**src/rtl/ps2_direction_input.sv**
```systemverilog
// PS/2 keyboard receiver that decodes arrow/WASD make codes into a registered
// 32-bit player direction (1=up, 2=right, 3=down, 4=left) for the move1 input.
`timescale 1ns/1ps
module ps2_direction_input #(
    parameter int unsigned TIMEOUT_CYCLES = 50000,
    parameter int unsigned RESET_DIR      = 2
) (
    input  logic        clock,
    input  logic        reset,
    input  logic        ps2_clk,
    input  logic        ps2_data,
    output logic [31:0] move,
    output logic        byte_valid,
    output logic [7:0]  last_code,
    output logic        frame_error
);
    localparam logic [2:0] RESET_MOVE = RESET_DIR[2:0];

    typedef enum logic [1:0] {S_IDLE, S_DATA, S_PARITY, S_STOP} state_t;

    state_t      state_q, state_d;
    logic        clk_s1_q, clk_s1_d, clk_s2_q, clk_s2_d, clk_prev_q, clk_prev_d;
    logic        data_s1_q, data_s1_d, data_s2_q, data_s2_d;
    logic [2:0]  bit_cnt_q, bit_cnt_d;
    logic [7:0]  shift_q, shift_d;
    logic        par_ok_q, par_ok_d;
    logic [31:0] wd_q, wd_d;
    logic        ext_q, ext_d, brk_q, brk_d;
    logic [2:0]  move_q, move_d;
    logic [7:0]  last_code_q, last_code_d;
    logic        byte_valid_q, byte_valid_d;
    logic        frame_error_q, frame_error_d;
    logic        fall;
    logic [2:0]  cand;

    function automatic logic [2:0] map_code(input logic ext, input logic [7:0] code);
        logic [2:0] dir;
        dir = 3'd0;
        if (ext) begin
            case (code)
                8'h75: dir = 3'd1;
                8'h74: dir = 3'd2;
                8'h72: dir = 3'd3;
                8'h6B: dir = 3'd4;
                default: dir = 3'd0;
            endcase
        end else begin
            case (code)
                8'h1D: dir = 3'd1;
                8'h23: dir = 3'd2;
                8'h1B: dir = 3'd3;
                8'h1C: dir = 3'd4;
                default: dir = 3'd0;
            endcase
        end
        return dir;
    endfunction

    function automatic logic is_opposite(input logic [2:0] a, input logic [2:0] b);
        return (a == 3'd1 && b == 3'd3) || (a == 3'd3 && b == 3'd1) ||
               (a == 3'd2 && b == 3'd4) || (a == 3'd4 && b == 3'd2);
    endfunction

    always_ff @(posedge clock or posedge reset) begin
        if (reset) begin
            state_q       <= S_IDLE;
            clk_s1_q      <= 1'b1;
            clk_s2_q      <= 1'b1;
            clk_prev_q    <= 1'b1;
            data_s1_q     <= 1'b1;
            data_s2_q     <= 1'b1;
            bit_cnt_q     <= 3'd0;
            shift_q       <= 8'h00;
            par_ok_q      <= 1'b0;
            wd_q          <= 32'd0;
            ext_q         <= 1'b0;
            brk_q         <= 1'b0;
            move_q        <= RESET_MOVE;
            last_code_q   <= 8'h00;
            byte_valid_q  <= 1'b0;
            frame_error_q <= 1'b0;
        end else begin
            state_q       <= state_d;
            clk_s1_q      <= clk_s1_d;
            clk_s2_q      <= clk_s2_d;
            clk_prev_q    <= clk_prev_d;
            data_s1_q     <= data_s1_d;
            data_s2_q     <= data_s2_d;
            bit_cnt_q     <= bit_cnt_d;
            shift_q       <= shift_d;
            par_ok_q      <= par_ok_d;
            wd_q          <= wd_d;
            ext_q         <= ext_d;
            brk_q         <= brk_d;
            move_q        <= move_d;
            last_code_q   <= last_code_d;
            byte_valid_q  <= byte_valid_d;
            frame_error_q <= frame_error_d;
        end
    end

    always_comb begin
        clk_s1_d      = ps2_clk;
        clk_s2_d      = clk_s1_q;
        clk_prev_d    = clk_s2_q;
        data_s1_d     = ps2_data;
        data_s2_d     = data_s1_q;
        state_d       = state_q;
        bit_cnt_d     = bit_cnt_q;
        shift_d       = shift_q;
        par_ok_d      = par_ok_q;
        ext_d         = ext_q;
        brk_d         = brk_q;
        move_d        = move_q;
        last_code_d   = last_code_q;
        byte_valid_d  = 1'b0;
        frame_error_d = 1'b0;
        cand          = 3'd0;
        fall          = clk_prev_q & ~clk_s2_q;

        if (state_q == S_IDLE || fall)
            wd_d = 32'd0;
        else if (wd_q < TIMEOUT_CYCLES)
            wd_d = wd_q + 32'd1;
        else
            wd_d = wd_q;

        // A real edge wins over an expiring watchdog in the same cycle.
        if (state_q != S_IDLE && !fall && wd_q >= TIMEOUT_CYCLES) begin
            state_d       = S_IDLE;
            frame_error_d = 1'b1;
            ext_d         = 1'b0;
            brk_d         = 1'b0;
            wd_d          = 32'd0;
        end else if (fall) begin
            case (state_q)
                S_IDLE: begin
                    if (!data_s2_q) begin
                        state_d   = S_DATA;
                        bit_cnt_d = 3'd0;
                    end
                end
                S_DATA: begin
                    shift_d   = {data_s2_q, shift_q[7:1]};
                    bit_cnt_d = bit_cnt_q + 3'd1;
                    if (bit_cnt_q == 3'd7)
                        state_d = S_PARITY;
                end
                S_PARITY: begin
                    par_ok_d = ^{shift_q, data_s2_q};
                    state_d  = S_STOP;
                end
                S_STOP: begin
                    state_d = S_IDLE;
                    if (data_s2_q && par_ok_q) begin
                        byte_valid_d = 1'b1;
                        last_code_d  = shift_q;
                        if (shift_q == 8'hE0) begin
                            ext_d = 1'b1;
                        end else if (shift_q == 8'hF0) begin
                            brk_d = 1'b1;
                        end else begin
                            ext_d = 1'b0;
                            brk_d = 1'b0;
                            if (!brk_q)
                                cand = map_code(ext_q, shift_q);
                            if (cand != 3'd0 && !is_opposite(cand, move_q))
                                move_d = cand;
                        end
                    end else begin
                        frame_error_d = 1'b1;
                        ext_d         = 1'b0;
                        brk_d         = 1'b0;
                    end
                end
                default: state_d = S_IDLE;
            endcase
        end
    end

    assign move        = {29'd0, move_q};
    assign byte_valid  = byte_valid_q;
    assign last_code   = last_code_q;
    assign frame_error = frame_error_q;
endmodule

```
**config.mk**
```make
export PLATFORM = sky130hd
export DESIGN_NAME = ps2_direction_input
export DESIGN_NICKNAME = d
export VERILOG_FILES = /design/src/rtl/ps2_direction_input.sv
export SDC_FILE = /design/constraint.sdc
export NUM_CORES = 1
export LEC_CHECK = 0
export CAP_MARGIN = 0
export CORE_UTILIZATION = 40
export CTS_CLUSTER_DIAMETER = 80
export DETAILED_ROUTE_END_ITERATION = 12
export SYNTH_ARGS = -nofsm -noshare
export SYNTH_HDL_FRONTEND = slang
export SYNTH_SLANG_ARGS = --single-unit
```
**constraint.sdc**
```tcl
create_clock -name clock -period 2.2 [get_ports clock]
set_input_delay 0.55 -clock clock [delete_from_list [all_inputs] [get_ports clock]]
set_output_delay 0.55 -clock clock [all_outputs]
set_load 0.05 [all_outputs]
```
==> flow_metrics.py <==
metrics = {
    "die": {
        "die_h_um": 91.2,
        "num_rows": 32,
        "die_area_um2": 8320,
        "die_w_um": 91.2,
        "initial_core_util_pct": 41.2,
        "io_pins": 46,
        "core_um2": 7730,
    },
    "sta": {
        "period_share_pct": 98.0,
        "slew_viol_final": 0,
        "max_freq_ghz": 0.464,
        "worst_pin_slew_ns": 0.497,
        "hold_viol": 0,
        "min_period_ns": 2.16,
        "tns_ns": 0,
        "setup-violations-final": 0,
        "finClkSkew_ns": 0.0103,
        "hold_slack_ns": 0.354,
        "slew_headroom_pct": 66.7,
    },
    "job": {
        "max-cap-violations": 0,
    },
    "logic_synthesis": {
        "synth_compound_area_share_pct": 6.13,
        "synth_top_cell_area_share_pct": 47.2,
        "syn_inst": 275,
        "yosysSeqAreaShare_pct": 52.1,
        "synthArstFlopShare_pct": 100,
        "synth_area_leaders": "dfrtp_1, buf_4, mux2_2",
        "synth_top_family_by_area": "simple AND/OR/NAND/NOR gates",
        "yosys-mux-area-fraction_pct": 7.51,
        "synth.avg_cell_area_um2": 11.6,
        "synth_edf_count": 0,
        "yosysTopAreaCell": "dfrtp_1",
        "synthSimpleGateAreaFrac_pct": 16.2,
        "ys_warn_count": 0,
        "ys_ff_latch": 66,
        "synth-xor-area-share_pct": 5.19,
        "synth.distinct_cells": 50,
        "synth-adder-area-share_pct": 3.15,
        "syn_area_um2": 3180,
        "yosys_most_used_dff": "dfrtp_1",
    },
    "power_and_ir_drop": {
        "p_leak_nw": 1.75,
        "p_per_area_nw_per_um2": 884,
        "ir_drop_v": 0.000528,
        "p_total_mw": 3.27,
    },
    "final_layout": {
        "area_delta_synth_final_pct": 16.3,
        "fillers": 729,
        "fin_nets": 337,
        "layout.cells.non_filler": 432,
        "utilization_pct": 47.9,
        "drive_above_1_share_pct": 22.7,
        "diodes": 0,
    },
    "critical_path": {
        "path_max_fanout": 5,
        "startpoint_type": "flip-flop",
        "worst_ep_required_time_ns": 2.43,
        "critPathKind": "flip-flop to flip-flop",
        "arrival_ns": 2.39,
        "end_kind": "flip-flop",
        "rr_startpoint": "shift_q[7]",
        "rrSetupSlack_ns": 0.04,
        "r2r_cells": 6,
        "r2r_end": "move_q[0]",
    },
    "route": {
        "drtPass1Iterations": 4,
        "drc": 0,
        "drtIter0Drc": 78,
        "ant_nets": 0,
        "viasPerCell": 4.58,
        "vias": 1980,
        "wl_mm": 5.13,
        "wl_per_cell_um": 11.9,
    },
    "global_routing": {
        "grt-ovfl-total": 0,
        "grt_max_degree": 67,
        "grtUsageMet1_pct": 16.5,
        "grt_pass1_wl_mm": 8.66,
        "first_global_vias": 1933,
        "top_usage_layer": "met2",
        "antenna_found_initial": 0,
        "gr-usage-met2_pct": 21.4,
        "grt_use_total_pct": 13.4,
        "grt_use_met3_pct": 5.61,
    },
    "min_path": {
        "hp-class": "flip-flop to flip-flop",
        "worstHoldStart": "clk_s1_q",
        "whs_endpoint": "clk_prev_d",
        "min_path_cells": 0,
    },
    "place": {
        "dp_hpwl_mm": 3.60,
        "dpl.cell_count": 414,
        "portBuffers": 16,
        "place_congestion": 0.864,
    },
    "cts": {
        "tritoncts": "built",
        "clk_latency_ns": 0.35,
        "ctsHoldBuffers": 0,
        "root_buffer": "clkbuf_8",
        "cts.sinks": 66,
        "cts_inserted_buffers": 9,
        "clk_pin_slew_ns": 0.08,
        "cts-htree-levels": 3,
        "cts_buffer_depth": 2,
    },
    "status": {
        "status": "completed",
    },
}
stage by stage:
step,setup slack [ns],area [um2]
2_1_floorplan,0.00512,3350
3_3_place_gp,0.0619,3470
3_5_place_dp,0.0246,3470
4_1_cts,0.0134,3660
5_1_grt,-0.0159,3700
6_report,0.0437,3700
logic make-up (layout without fill, tap and decap cells):
group                    count (synthesis)  in the layout
multiplexers                            21             21
adder cells (fa/ha/maj)                  8              8
AND/OR/NAND/NOR                         90             90
other                                    1             45
XOR/XNOR                                18             18
buffers and inverters                   44             55
flip-flops                              66             66
AO/OA/AOI/OAI                           27             27
layout make-up:
cell class                      instances  area (um2)  area share, %
Timing Repair Buffer                   33         303           8.18
Clock inverter                          7        58.8           1.59
Tap cell                              102         128           3.45
Clock buffer                            9         124           3.35
Sequential cell                        66        1660           44.9
Multi-Input combinational cell        209        1400           37.9
Inverter                                6        22.5          0.609
placed cells by master (no fill, tap or decap), types with 8 or more instances in the layout:
cell and instances:
xnor2_1 8, dfrtp_1 58, nor2_1 23, xor2_1 9, clkbuf_8 9, clkdlybuf4s50_1 13
buf_4 17, conb_1 45, ha_1 8, nand2_1 17, mux2_2 17
how the worst max path moves through the flow:
stage	startpoint	end	slack, ns	depth (start not counted)
final	shift_q[7]	move_q[0]	0.04	6
after global routing	shift_q[7]	move_q[0]	-0.02	6
after CTS	shift_q[2]	move_q[0]	0.01	6
after detailed placement	shift_q[2]	move_q[0]	0.02	6
after global placement	shift_q[2]	move_q[0]	0.06	6
after floorplan	reset	bit_cnt_q[0]	0.005	1
worst max-delay path: stages (launching register included):
cell and delay [ns]:
dfrtp_2 0.45, and4bb_4 0.37, nand4b_2 0.12, nand3_2 0.13, mux2_4 0.32, a221oi_4 0.30
mux2_1 0.35
timing repair:
| item | CTS | global route |
|---|---|---|
| gates resized for setup | 0 | 7 |
| buffers inserted | 0 | 2 |
| setup endpoints to repair | 0 | 4 |
report_power, final:
part / switching, mW / internal, mW
combinational: 0.480 / 0.384
sequential: 0.123 / 1.34
clock: 0.517 / 0.426
layer usage:
metal | wire, um | share of wire, %
met5 | 0 | 0
met4 | 28 | 0.55
met3 | 191 | 3.7
met2 | 2510 | 49
met1 | 2390 | 47
Yosys cell counts, types with 4 or more instances:
cell type  count
dfrtp_1       60
ha_1           8
nor3b_1        6
and3_1         6
inv_1          6
mux2_2        17
a21oi_1        5
nand3_1        4
xnor2_1        8
buf_2          4
nor2_1        23
xor2_1         9
o21ai_0        7
nand4_1        7
nand2_1       17
nor4_1         5
dfstp_2        6
buf_4         30
nor2b_1        5
state kept, by name, indices dropped and copies added (netlist names), 2 cells and up:
register,cells
state_q,2
move_q,3
shift_q,8
bit_cnt_q,3
wd_q,32
last_code,8
No activity file was read; power rests on OpenSTA's default activity.
